==> config.mk <==
export PLATFORM = sky130hd
export DESIGN_NAME = elevator_call_scheduler
export DESIGN_NICKNAME = d
export VERILOG_FILES = /design/src/rtl/elevator_pkg.sv /design/src/rtl/scan_target_sel.sv /design/src/rtl/elevator_call_scheduler.sv
export SDC_FILE = /design/constraint.sdc
export NUM_CORES = 1
export LEC_CHECK = 0
export ABC_AREA = 1
export BUFFER_PORTS_ARGS = -buffer_cell sky130_fd_sc_hd__buf_2
export CAP_MARGIN = 20
export CELL_PAD_IN_SITES_DETAIL_PLACEMENT = 0
export CELL_PAD_IN_SITES_GLOBAL_PLACEMENT = 1
export CORE_MARGIN = 2
export CORE_UTILIZATION = 41
export DETAILED_ROUTE_END_ITERATION = 16
export PLACE_DENSITY = 0.88
export SETUP_SLACK_MARGIN = 0.3
export SYNTH_ARGS = -nofsm -noshare
export SYNTH_HDL_FRONTEND = slang
export SYNTH_SLANG_ARGS = --single-unit
==> constraint.sdc <==
create_clock -name clk -period 3.57 [get_ports clk]
set_clock_uncertainty 0.1 [all_clocks]
set_input_delay 0.1785 -clock clk [delete_from_list [all_inputs] [get_ports clk]]
set_output_delay 0.1785 -clock clk [all_outputs]
set_load 0.01 [all_outputs]
==> src/rtl/elevator_pkg.sv <==
`default_nettype none
// +----------------------------------------------------------------------+
// | Module  : elevator_pkg                                               |
// | Desc    : Shared floor/direction types and constants for the         |
// |           elevator call scheduler.                                   |
// | Rev     : 1.0  initial release                                       |
// +----------------------------------------------------------------------+
package elevator_pkg;

   localparam int NUM_FLOORS          = 4;
   localparam int FLOOR_W             = 2;
   localparam int c_travel_timeout_def = 200;

   typedef logic [1:0] dir_t;

   localparam dir_t c_dir_idle = 2'b00;
   localparam dir_t c_dir_up   = 2'b01;
   localparam dir_t c_dir_down = 2'b10;

endpackage : elevator_pkg
`default_nettype wire

==> src/rtl/scan_target_sel.sv <==
`default_nettype none
// +----------------------------------------------------------------------+
// | Module  : scan_target_sel                                            |
// | Desc    : Combinational SCAN target and next-direction selection.    |
// | Rev     : 1.0  initial release                                       |
// +----------------------------------------------------------------------+
module scan_target_sel
   import elevator_pkg::*;
(
   input  logic [NUM_FLOORS-1:0] pending,
   input  logic [FLOOR_W-1:0]    curr_floor,
   input  dir_t                  dir,
   output logic [FLOOR_W-1:0]    target,
   output dir_t                  next_dir,
   output logic                  above,
   output logic                  below,
   output logic                  here
);

   logic               w_up_vld;
   logic               w_dn_vld;
   logic [FLOOR_W-1:0] w_up_floor;
   logic [FLOOR_W-1:0] w_dn_floor;
   logic [FLOOR_W-1:0] w_dist_up;
   logic [FLOOR_W-1:0] w_dist_dn;

   // Nearest pending floor strictly above and strictly below the car.
   always_comb begin
      w_up_vld   = 1'b0;
      w_dn_vld   = 1'b0;
      w_up_floor = '0;
      w_dn_floor = '0;
      for (int i = NUM_FLOORS - 1; i >= 0; i--) begin
         if (pending[i] && (i > int'(curr_floor))) begin
            w_up_vld   = 1'b1;
            w_up_floor = FLOOR_W'(i);
         end
      end
      for (int i = 0; i < NUM_FLOORS; i++) begin
         if (pending[i] && (i < int'(curr_floor))) begin
            w_dn_vld   = 1'b1;
            w_dn_floor = FLOOR_W'(i);
         end
      end
   end

   assign above     = w_up_vld;
   assign below     = w_dn_vld;
   assign here      = pending[curr_floor];
   assign w_dist_up = w_up_floor - curr_floor;
   assign w_dist_dn = curr_floor - w_dn_floor;

   always_comb begin
      target   = curr_floor;
      next_dir = c_dir_idle;
      case (dir)
         c_dir_up: begin
            if (here) begin
               target   = curr_floor;
               next_dir = c_dir_up;
            end else if (w_up_vld) begin
               target   = w_up_floor;
               next_dir = c_dir_up;
            end else if (w_dn_vld) begin
               target   = w_dn_floor;
               next_dir = c_dir_down;
            end
         end
         c_dir_down: begin
            if (here) begin
               target   = curr_floor;
               next_dir = c_dir_down;
            end else if (w_dn_vld) begin
               target   = w_dn_floor;
               next_dir = c_dir_down;
            end else if (w_up_vld) begin
               target   = w_up_floor;
               next_dir = c_dir_up;
            end
         end
         default: begin
            if (here) begin
               target   = curr_floor;
               next_dir = c_dir_idle;
            end else if (w_up_vld && w_dn_vld) begin
               // Equal distance resolves toward the lower floor.
               if (w_dist_up < w_dist_dn) begin
                  target   = w_up_floor;
                  next_dir = c_dir_up;
               end else begin
                  target   = w_dn_floor;
                  next_dir = c_dir_down;
               end
            end else if (w_up_vld) begin
               target   = w_up_floor;
               next_dir = c_dir_up;
            end else if (w_dn_vld) begin
               target   = w_dn_floor;
               next_dir = c_dir_down;
            end
         end
      endcase
   end

endmodule : scan_target_sel
`default_nettype wire

==> src/rtl/elevator_call_scheduler.sv <==
`default_nettype none
// +----------------------------------------------------------------------+
// | Module  : elevator_call_scheduler                                    |
// | Desc    : Sticky call latching, SCAN direction FSM, registered floor |
// |           request and travel watchdog.                               |
// | Rev     : 1.0  initial release                                       |
// +----------------------------------------------------------------------+
module elevator_call_scheduler
   import elevator_pkg::*;
#(
   parameter int TRAVEL_TIMEOUT = c_travel_timeout_def
)
(
   input  logic                  clk,
   input  logic                  reset,
   input  logic [NUM_FLOORS-1:0] call_btn,
   input  logic [FLOOR_W-1:0]    curr_floor,
   input  logic                  door_open,
   input  logic                  motor_up,
   input  logic                  motor_down,
   output logic [FLOOR_W-1:0]    req_floor,
   output logic [NUM_FLOORS-1:0] pending,
   output logic [1:0]            dir,
   output logic                  fault
);

   localparam int c_cnt_w = $clog2(TRAVEL_TIMEOUT + 1);
   localparam logic [c_cnt_w-1:0] c_wd_max  = c_cnt_w'(TRAVEL_TIMEOUT);
   localparam logic [c_cnt_w-1:0] c_wd_last = c_cnt_w'(TRAVEL_TIMEOUT - 1);

   logic [NUM_FLOORS-1:0] r_pending;
   logic                  r_door_q;
   dir_t                  r_dir;
   logic [FLOOR_W-1:0]    r_req_floor;
   logic                  r_fault;
   logic [c_cnt_w-1:0]    r_wd_cnt;
   logic [FLOOR_W-1:0]    r_prev_floor;

   logic                  w_door_rise;
   logic [NUM_FLOORS-1:0] w_clr;
   logic [NUM_FLOORS-1:0] w_pending_nxt;
   logic                  w_moving;
   logic                  w_floor_chg;
   logic [FLOOR_W-1:0]    w_target;
   dir_t                  w_sel_dir;
   logic                  w_above;
   logic                  w_below;
   logic                  w_here;
   logic                  w_ahead;
   dir_t                  w_dir_nxt;
   logic [FLOOR_W-1:0]    w_req_nxt;

   assign w_door_rise = door_open & ~r_door_q;
   assign w_moving    = motor_up | motor_down;
   assign w_floor_chg = (curr_floor != r_prev_floor);

   // An opening door services the call at the car's floor; clear beats a press.
   always_comb begin
      w_clr = '0;
      if (w_door_rise) begin
         w_clr[curr_floor] = 1'b1;
      end
   end

   assign w_pending_nxt = (r_pending | call_btn) & ~w_clr;

   scan_target_sel u_scan_target_sel (
      .pending    (r_pending),
      .curr_floor (curr_floor),
      .dir        (r_dir),
      .target     (w_target),
      .next_dir   (w_sel_dir),
      .above      (w_above),
      .below      (w_below),
      .here       (w_here)
   );

   always_ff @(posedge clk or posedge reset) begin
      if (reset) begin
         r_dir <= c_dir_idle;
      end else begin
         r_dir <= w_dir_nxt;
      end
   end

   always_comb begin
      w_dir_nxt = r_dir;
      if (!w_moving) begin
         w_dir_nxt = w_sel_dir;
      end
   end

   // While moving, only a stop strictly ahead in the travel direction is accepted.
   always_comb begin
      w_ahead   = ((r_dir == c_dir_up)   && (w_target > curr_floor)) ||
                  ((r_dir == c_dir_down) && (w_target < curr_floor));
      w_req_nxt = r_req_floor;
      if (!r_fault && !door_open && (|r_pending)) begin
         if (!w_moving) begin
            w_req_nxt = w_target;
         end else if ((w_sel_dir == r_dir) && w_ahead) begin
            w_req_nxt = w_target;
         end
      end
   end

   always_ff @(posedge clk or posedge reset) begin
      if (reset) begin
         r_pending    <= '0;
         r_door_q     <= 1'b0;
         r_req_floor  <= '0;
         r_prev_floor <= '0;
      end else begin
         r_pending    <= w_pending_nxt;
         r_door_q     <= door_open;
         r_req_floor  <= w_req_nxt;
         r_prev_floor <= curr_floor;
      end
   end

   always_ff @(posedge clk or posedge reset) begin
      if (reset) begin
         r_wd_cnt <= '0;
         r_fault  <= 1'b0;
      end else begin
         if (!w_moving || w_floor_chg) begin
            r_wd_cnt <= '0;
         end else if (r_wd_cnt != c_wd_max) begin
            r_wd_cnt <= r_wd_cnt + 1'b1;
         end
         if (w_moving && !w_floor_chg && (r_wd_cnt == c_wd_last)) begin
            r_fault <= 1'b1;
         end
      end
   end

   assign req_floor = r_req_floor;
   assign pending   = r_pending;
   assign dir       = r_dir;
   assign fault     = r_fault;

endmodule : elevator_call_scheduler
`default_nettype wire

==> results.py, run 1 <==
metrics = {
    "sta": {
        "finalSetupTns_ns": 0,
        "max_slew_margin_pct": 51.7,
        "hold_slack_ns": 0.0141,
        "post-route-worst-setup-slack_ns": 0.441,
        "slew_viol_final": 0,
        "max_clock_freq_mhz": 320,
        "fin_crit_ns": 3.13,
        "rsz0062_at_grt": "yes",
        "timing.final.hold_violations": 0,
        "finalSetupViolations": 0,
        "finalCritPeriodShare_pct": 87.6,
        "worst_slew_pin_slew_ns": 0.724,
    },
    "routing": {
        "detailedRoute.firstIterationViolations": 52,
        "first_pass_iters": 4,
        "routed_wl_mm": 3.19,
        "ant_nets": 0,
        "vias": 1404,
        "post_drt_wl_per_cell_um": 11.1,
        "drc": 0,
        "routed_via_density": 4.89,
    },
    "die": {
        "die_area_mm2": 0.00414,
        "row_count": 21,
        "pin_count": 20,
        "chipWidth_um": 64.4,
        "initial_core_util_pct": 43.7,
        "die_h_um": 64.4,
        "core_area_mm2": 0.00342,
    },
    "clock_tree": {
        "clockBufferDepth": 2,
        "cts_root_buf": "clkbuf_4",
        "clock-sinks": 20,
        "clk_pin_slew_ns": 0.12,
        "clock_latency_ns": 0.31,
        "h-tree-depth": 1,
        "numCtsBuffers": 3,
        "cts_tree": "done",
    },
    "layout": {
        "final_area_mm2": 0.00183,
        "multi_input_area_um2": 896,
        "final_common_cell": "nand2_1",
        "nets": 261,
        "ff_latch_area_um2": 503,
        "final_layout_size_suffix_gt1_share_pct": 25.7,
        "syn_to_final_growth_pct": 22.2,
        "num_antenna_cells": 0,
        "post-route-util_pct": 53.4,
        "fill_cells": 364,
        "final_cell_mix": "39 x nand2_1, 29 x inv_1, 19 x nor2_1, 19 x buf_2, 18 x dfrtp_1",
        "stdcell_count": 287,
    },
    "pwr": {
        "vdd_drop_max_mv": 0.238,
        "power_density_mw_per_mm2": 526,
        "pwr-share-comb_pct": 51.7,
        "power_switching_share_pct": 41.3,
        "net-switching-power_uw": 397,
        "internal-power_uw": 564,
        "seqPwrFrac_pct": 28.8,
        "p_leak_nw": 0.918,
        "p_total_uw": 961,
        "pwr-share-clk_pct": 19.4,
    },
    "synth": {
        "yosysSeqAreaShare_pct": 33.5,
        "synth_area_mm2": 0.00149,
        "syn-instance-count": 210,
        "syn_nets": 229,
        "yosysUniqueCellTypes": 28,
        "syn_area_per_cell_um2": 7.11,
        "ys_ff_latch": 20,
        "ys_warn_count": 0,
    },
    "grt": {
        "grt_pass1_wl_mm": 5.74,
        "grt_max_degree": 21,
        "grt_pass1_vias": 1362,
        "grt_usage_pct": 17.2,
        "overflow": 0,
        "antenna_found_initial": 0,
    },
    "critical_path": {
        "endpoint_kind": "flip-flop",
        "r2r_start": "pending[2]",
        "worst_setup_path_start_kind": "flip-flop",
        "crit_arrival_ns": 3.24,
        "cp-startpoint": "pending[2]",
        "required_ns": 3.68,
        "path_max_fanout": 3,
        "critPathKind": "flip-flop to flip-flop",
    },
    "placement": {
        "placed_area_mm2": 0.00162,
        "dpl.cell_count": 273,
        "gp_congestion": 0.843,
        "preCtsSetupSlack_ns": 0.272,
        "dpl.hpwl_mm": 2.42,
        "port_buffers": 19,
    },
    "min_path": {
        "holdCritStartpoint": "call_btn[1]",
        "hp-class": "input port to flip-flop",
    },
    "job": {
        "cap_violations": 0,
    },
    "status": {
        "status": "complete, no violations",
    },
}
==> cell type report <==
class                           count  share of cell area (%)
Tap cell                           46                    3.15
Clock buffer                        3                    1.23
Clock inverter                      1                    1.64
Sequential cell                    20                    27.6
Timing Repair Buffer               29                    9.87
Multi-Input combinational cell    152                    49.1
Inverter                           36                    7.47
==> flip-flops by register name, indices dropped and copies added (netlist names) <==
| name | count |
|---|---|
| r_prev_floor | 2 |
| dir | 2 |
| r_door_q | 1 |
| r_wd_cnt | 8 |
| fault | 1 |
| pending | 4 |
| req_floor | 2 |
==> logic make-up (layout without fill, tap and decap cells) <==
kind of cell             after synthesis  in the layout  share of synthesized area (%)
AND/OR/NAND/NOR                       96             96                           28.8
AO/OA/AOI/OAI                         44             44                           18.0
buffers and inverters                 38             69                           10.6
flip-flops                            20             20                           33.5
adder cells (fa/ha/maj)                8              8                           6.70
XOR/XNOR                               4              4                           2.35
==> power groups by stage <==
| stage | Combinational (mW) | Sequential (mW) | Clock [mW] |
|---|---|---|---|
| floorplan | 0.350 | 0.291 | 0 |
| global placement | 0.459 | 0.283 | 0 |
| detailed placement | 0.459 | 0.283 | 0 |
| CTS | 0.466 | 0.278 | 0.191 |
| global route | 0.584 | 0.282 | 0.201 |
| finish | 0.497 | 0.277 | 0.187 |
==> critical path, cell delays in order (launching register included) <==
cell and delay, ns:
dfrtp_1 0.42, inv_2 0.07, nor2_4 0.13, nor2_4 0.06, nand2_2 0.07, inv_2 0.05, ha_4 0.15, xnor2_2 0.12
ha_1 0.30, nand2_2 0.09, nand2_2 0.07, nor2_1 0.10, o21bai_1 0.09, a21oi_2 0.17, ha_1 0.26, inv_1 0.06
o21bai_1 0.08, nor2_1 0.11, a31oi_1 0.04, inv_1 0.07, nand3_2 0.08, o21bai_4 0.17, nand2_2 0.07, nand2_1 0.08
nand2_1 0.04
==> layer usage <==
| metal | GRT usage [%] | vias to the layer above | wire (um) |
|---|---|---|---|
| met3 | 3.52 | 4 | 105 |
| met5 | 0 | - | 0 |
| met4 | 4.26 | 0 | 27 |
| met2 | 27.9 | 18 | 1480 |
| met1 | 23.3 | 636 | 1580 |
| li1 | - | 746 | - |
==> repair_timing <==
action                                 4_1_cts  5_1_grt
setup endpoints to repair                    2        2
gates resized for setup                      0       18
endpoints found under the hold margin       23        0
buffers inserted                             1        5
pin swaps                                    0       17
hold buffers                                 4        0
==> final timing paths <==
check                      depth (start not counted)           end  slack, ns
max reg2reg                                       24  req_floor[0]       0.44
min                                                3    pending[1]       0.01
max                                               24  req_floor[0]       0.44
max in group asynchronous                          3    pending[3]       2.46
min reg2reg                                        2  req_floor[0]       0.38
min in group asynchronous                          3    pending[0]       0.42
==> synthesized netlist by cell type <==
library cell / n / area, um2
a211oi_1: 1 / 7.51
o21bai_1: 3 / 22.5
clkinv_2: 1 / 5.00
nor2_4: 1 / 11.3
nand3_1: 12 / 60.1
nor4_1: 3 / 18.8
a22oi_2: 1 / 12.5
nand2_1: 43 / 161
a31oi_1: 4 / 25.0
xnor2_1: 3 / 26.3
nor2_2: 2 / 12.5
inv_2: 4 / 15.0
ha_1: 8 / 100
nor2_1: 20 / 75.1
a21oi_1: 17 / 85.1
nor3_1: 5 / 25.0
o21ai_1: 1 / 5.00
o211ai_2: 1 / 12.5
nand2_2: 7 / 43.8
nand4_1: 2 / 12.5
xor2_1: 1 / 8.76
buf_6: 2 / 22.5
a41o_1: 1 / 10.0
o21ai_0: 14 / 70.1
nand3_2: 1 / 10.0
dfrtp_1: 20 / 500
o21bai_4: 1 / 18.8
inv_1: 31 / 116
No activity file was read; power rests on OpenSTA's default activity.
==> inputs of run 2 (changes only) <==
clock period = 3.1 ns   (was 3.57 ns; I/O delays follow)
==> results.py, run 2 (synthesized netlist as in run 1, its figures left out) <==
metrics = {
    "layout": {
        "largest_register_ffs": 8,
        "final_common_cell": "nand2_1",
        "syn_to_final_growth_pct": 32.2,
        "final_layout_size_suffix_gt1_share_pct": 30.5,
        "final_cell_mix": "39 x nand2_1, 29 x inv_1, 22 x buf_4",
        "top_register": "r_wd_cnt",
        "num_antenna_cells": 0,
        "nets": 279,
    },
    "placement": {
        "gp_congestion": 0.851,
        "port_buffers": 19,
        "dpl.hpwl_mm": 2.57,
        "preCtsSetupSlack_ns": -0.0187,
    },
    "clock_tree": {
        "h-tree-depth": 1,
        "clk_pin_slew_ns": 0.12,
        "numCtsBuffers": 3,
        "clock_latency_ns": 0.30,
        "clockBufferDepth": 2,
        "cts_tree": "done",
        "clock-sinks": 20,
        "cts_root_buf": "clkbuf_4",
    },
    "critical_path": {
        "cpMaxStageDelayCell": "dfrtp_2",
        "crit_path_cell_trace": "inv_2 -> nor2_4 -> nor2_4 -> nand2_2 -> inv_2 -> ha_4 -> xnor2_2 -> ha_1 -> nand2_2 -> nand2_4 -> nor2_2 -> o21bai_1 -> a21oi_2 -> ha_1 -> inv_1 -> o21bai_1 -> a31oi_1 -> inv_1 -> nand3_2 -> o21bai_4 -> nand2_2 -> nand2_1 -> nand2_1",
        "critPathKind": "flip-flop to flip-flop",
        "required_ns": 3.21,
        "critPathMostFrequentCell": "nand2_2",
        "worst_setup_path_start_kind": "flip-flop",
        "path_max_fanout": 3,
        "slowest_delay_ns": 0.40,
        "crit_arrival_ns": 3.07,
        "endpoint_kind": "flip-flop",
    },
    "sta": {
        "max_slew_margin_pct": 51.8,
        "max_clock_freq_mhz": 339,
        "rsz0062_at_grt": "yes",
        "fin_crit_ns": 2.95,
        "slew_viol_final": 0,
        "worst_slew_pin_slew_ns": 0.722,
        "finalSetupTns_ns": 0,
        "timing.final.hold_violations": 0,
        "finalCritPeriodShare_pct": 95.2,
        "post-route-worst-setup-slack_ns": 0.148,
        "finalSetupViolations": 0,
    },
    "grt": {
        "overflow": 0,
        "grt_pass1_vias": 1452,
        "antenna_found_initial": 0,
        "grt_pass1_wl_mm": 6.11,
        "grt_max_degree": 21,
        "grt_usage_pct": 18.3,
    },
    "routing": {
        "vias": 1494,
        "ant_nets": 0,
        "post_drt_wl_per_cell_um": 11.1,
        "routed_via_density": 4.90,
        "drc": 0,
        "first_pass_iters": 5,
        "routed_wl_mm": 3.39,
        "detailedRoute.firstIterationViolations": 63,
    },
    "die": {
        "die_h_um": 64.4,
        "pin_count": 20,
        "initial_core_util_pct": 43.7,
        "row_count": 21,
        "core_area_mm2": 0.00342,
        "chipWidth_um": 64.4,
        "die_area_mm2": 0.00414,
    },
    "min_path": {
        "hp-class": "input port to flip-flop",
    },
    "pwr": {
        "power_density_mw_per_mm2": 580,
        "p_leak_nw": 1.01,
        "vdd_drop_max_mv": 0.412,
    },
    "job": {
        "cap_violations": 0,
    },
    "status": {
        "status": "complete, no violations",
    },
}
-- run 2: cell types whose count changed in the layout (fill, tap and decap cells not counted) --
cell           delta
nand2_2           -3
o21bai_1          +1
buf_4            +16
nor2_2            +1
nand2_4           +3
dlygate4sd3_1     +2
nor2_1            -1
o21ai_2           +1
o21bai_4          -1
o21ai_1           -1
-- run 2: path summary, 6_finish.rpt --
path | start | cells past startpoint | endpoint | slack (ns)
max | pending[2] | 23 | req_floor[0] | 0.15
min | call_btn[0] | 3 | pending[0] | 0.005
max reg2reg | pending[2] | 23 | req_floor[0] | 0.15
min reg2reg | req_floor[0] | 2 | req_floor[0] | 0.38
max in group asynchronous | reset | 3 | pending[1] | 2.00
min in group asynchronous | reset | 3 | r_wd_cnt[3] | 0.39
-- run 2: timing repair --
action                     4_1_cts  5_1_grt
hold buffers                     6        0
resized for setup                8        9
setup endpoints to repair        2        2
pin swaps                        8        0
buffers inserted                12        1
hold endpoints to repair        25        0
-- run 2: routing by layer --
layer | GRT usage, % | vias up | share of wire, %
li1 | - | 786 | -
met1 | 24.6 | 685 | 49
met2 | 31.1 | 21 | 48
met3 | 2.11 | 2 | 2.2
met4 | 4.79 | 0 | 0.71
met5 | 0 | - | 0
-- run 2: stage by stage --
step / instances / total power [mW] / utilization, % / hold WS [ns] / instance area (um2)
CTS: 304 / 1.13 / 56.7 / 0.00184 / 1940
finish: 305 / 1.15 / 57.8 / 0.00549 / 1980
floorplan: 210 / 0.741 / - / 0.0187 / 1500
global route: 305 / 1.26 / 57.8 / 0.0385 / 1980
global placement: 282 / 0.885 / 49.8 / 0.208 / 1700
detailed placement: 282 / 0.886 / 49.8 / 0.208 / 1700
-- run 2: final cells by class --
class	instances	area, um2
clock buffers	3	22.5
clock inverters	1	30.0
well taps	46	57.6
inverters	36	136
multi-input cells	152	906
fillers	315	1440
flip-flops and latches	20	503
repair buffers	47	320
-- run 2: worst max-delay path: cells and delay by family (launching register included) --
kind                       cells  cell delay [ns]
DFF                            1             0.40
xor gates and xnor gates       1             0.12
and+or+nand+nor               10             0.68
adders and majority gates      3             0.73
AOI/OAI and AO/OA              5             0.61
buffers and inverters          4             0.21
-- run 2: where the power goes --
part           internal (mW)  leakage, nW  switching, mW
Sequential             0.292        0.248         0.0296
Combinational          0.253        0.734          0.360
Clock                  0.131       0.0279         0.0808
Total                  0.676         1.01          0.470
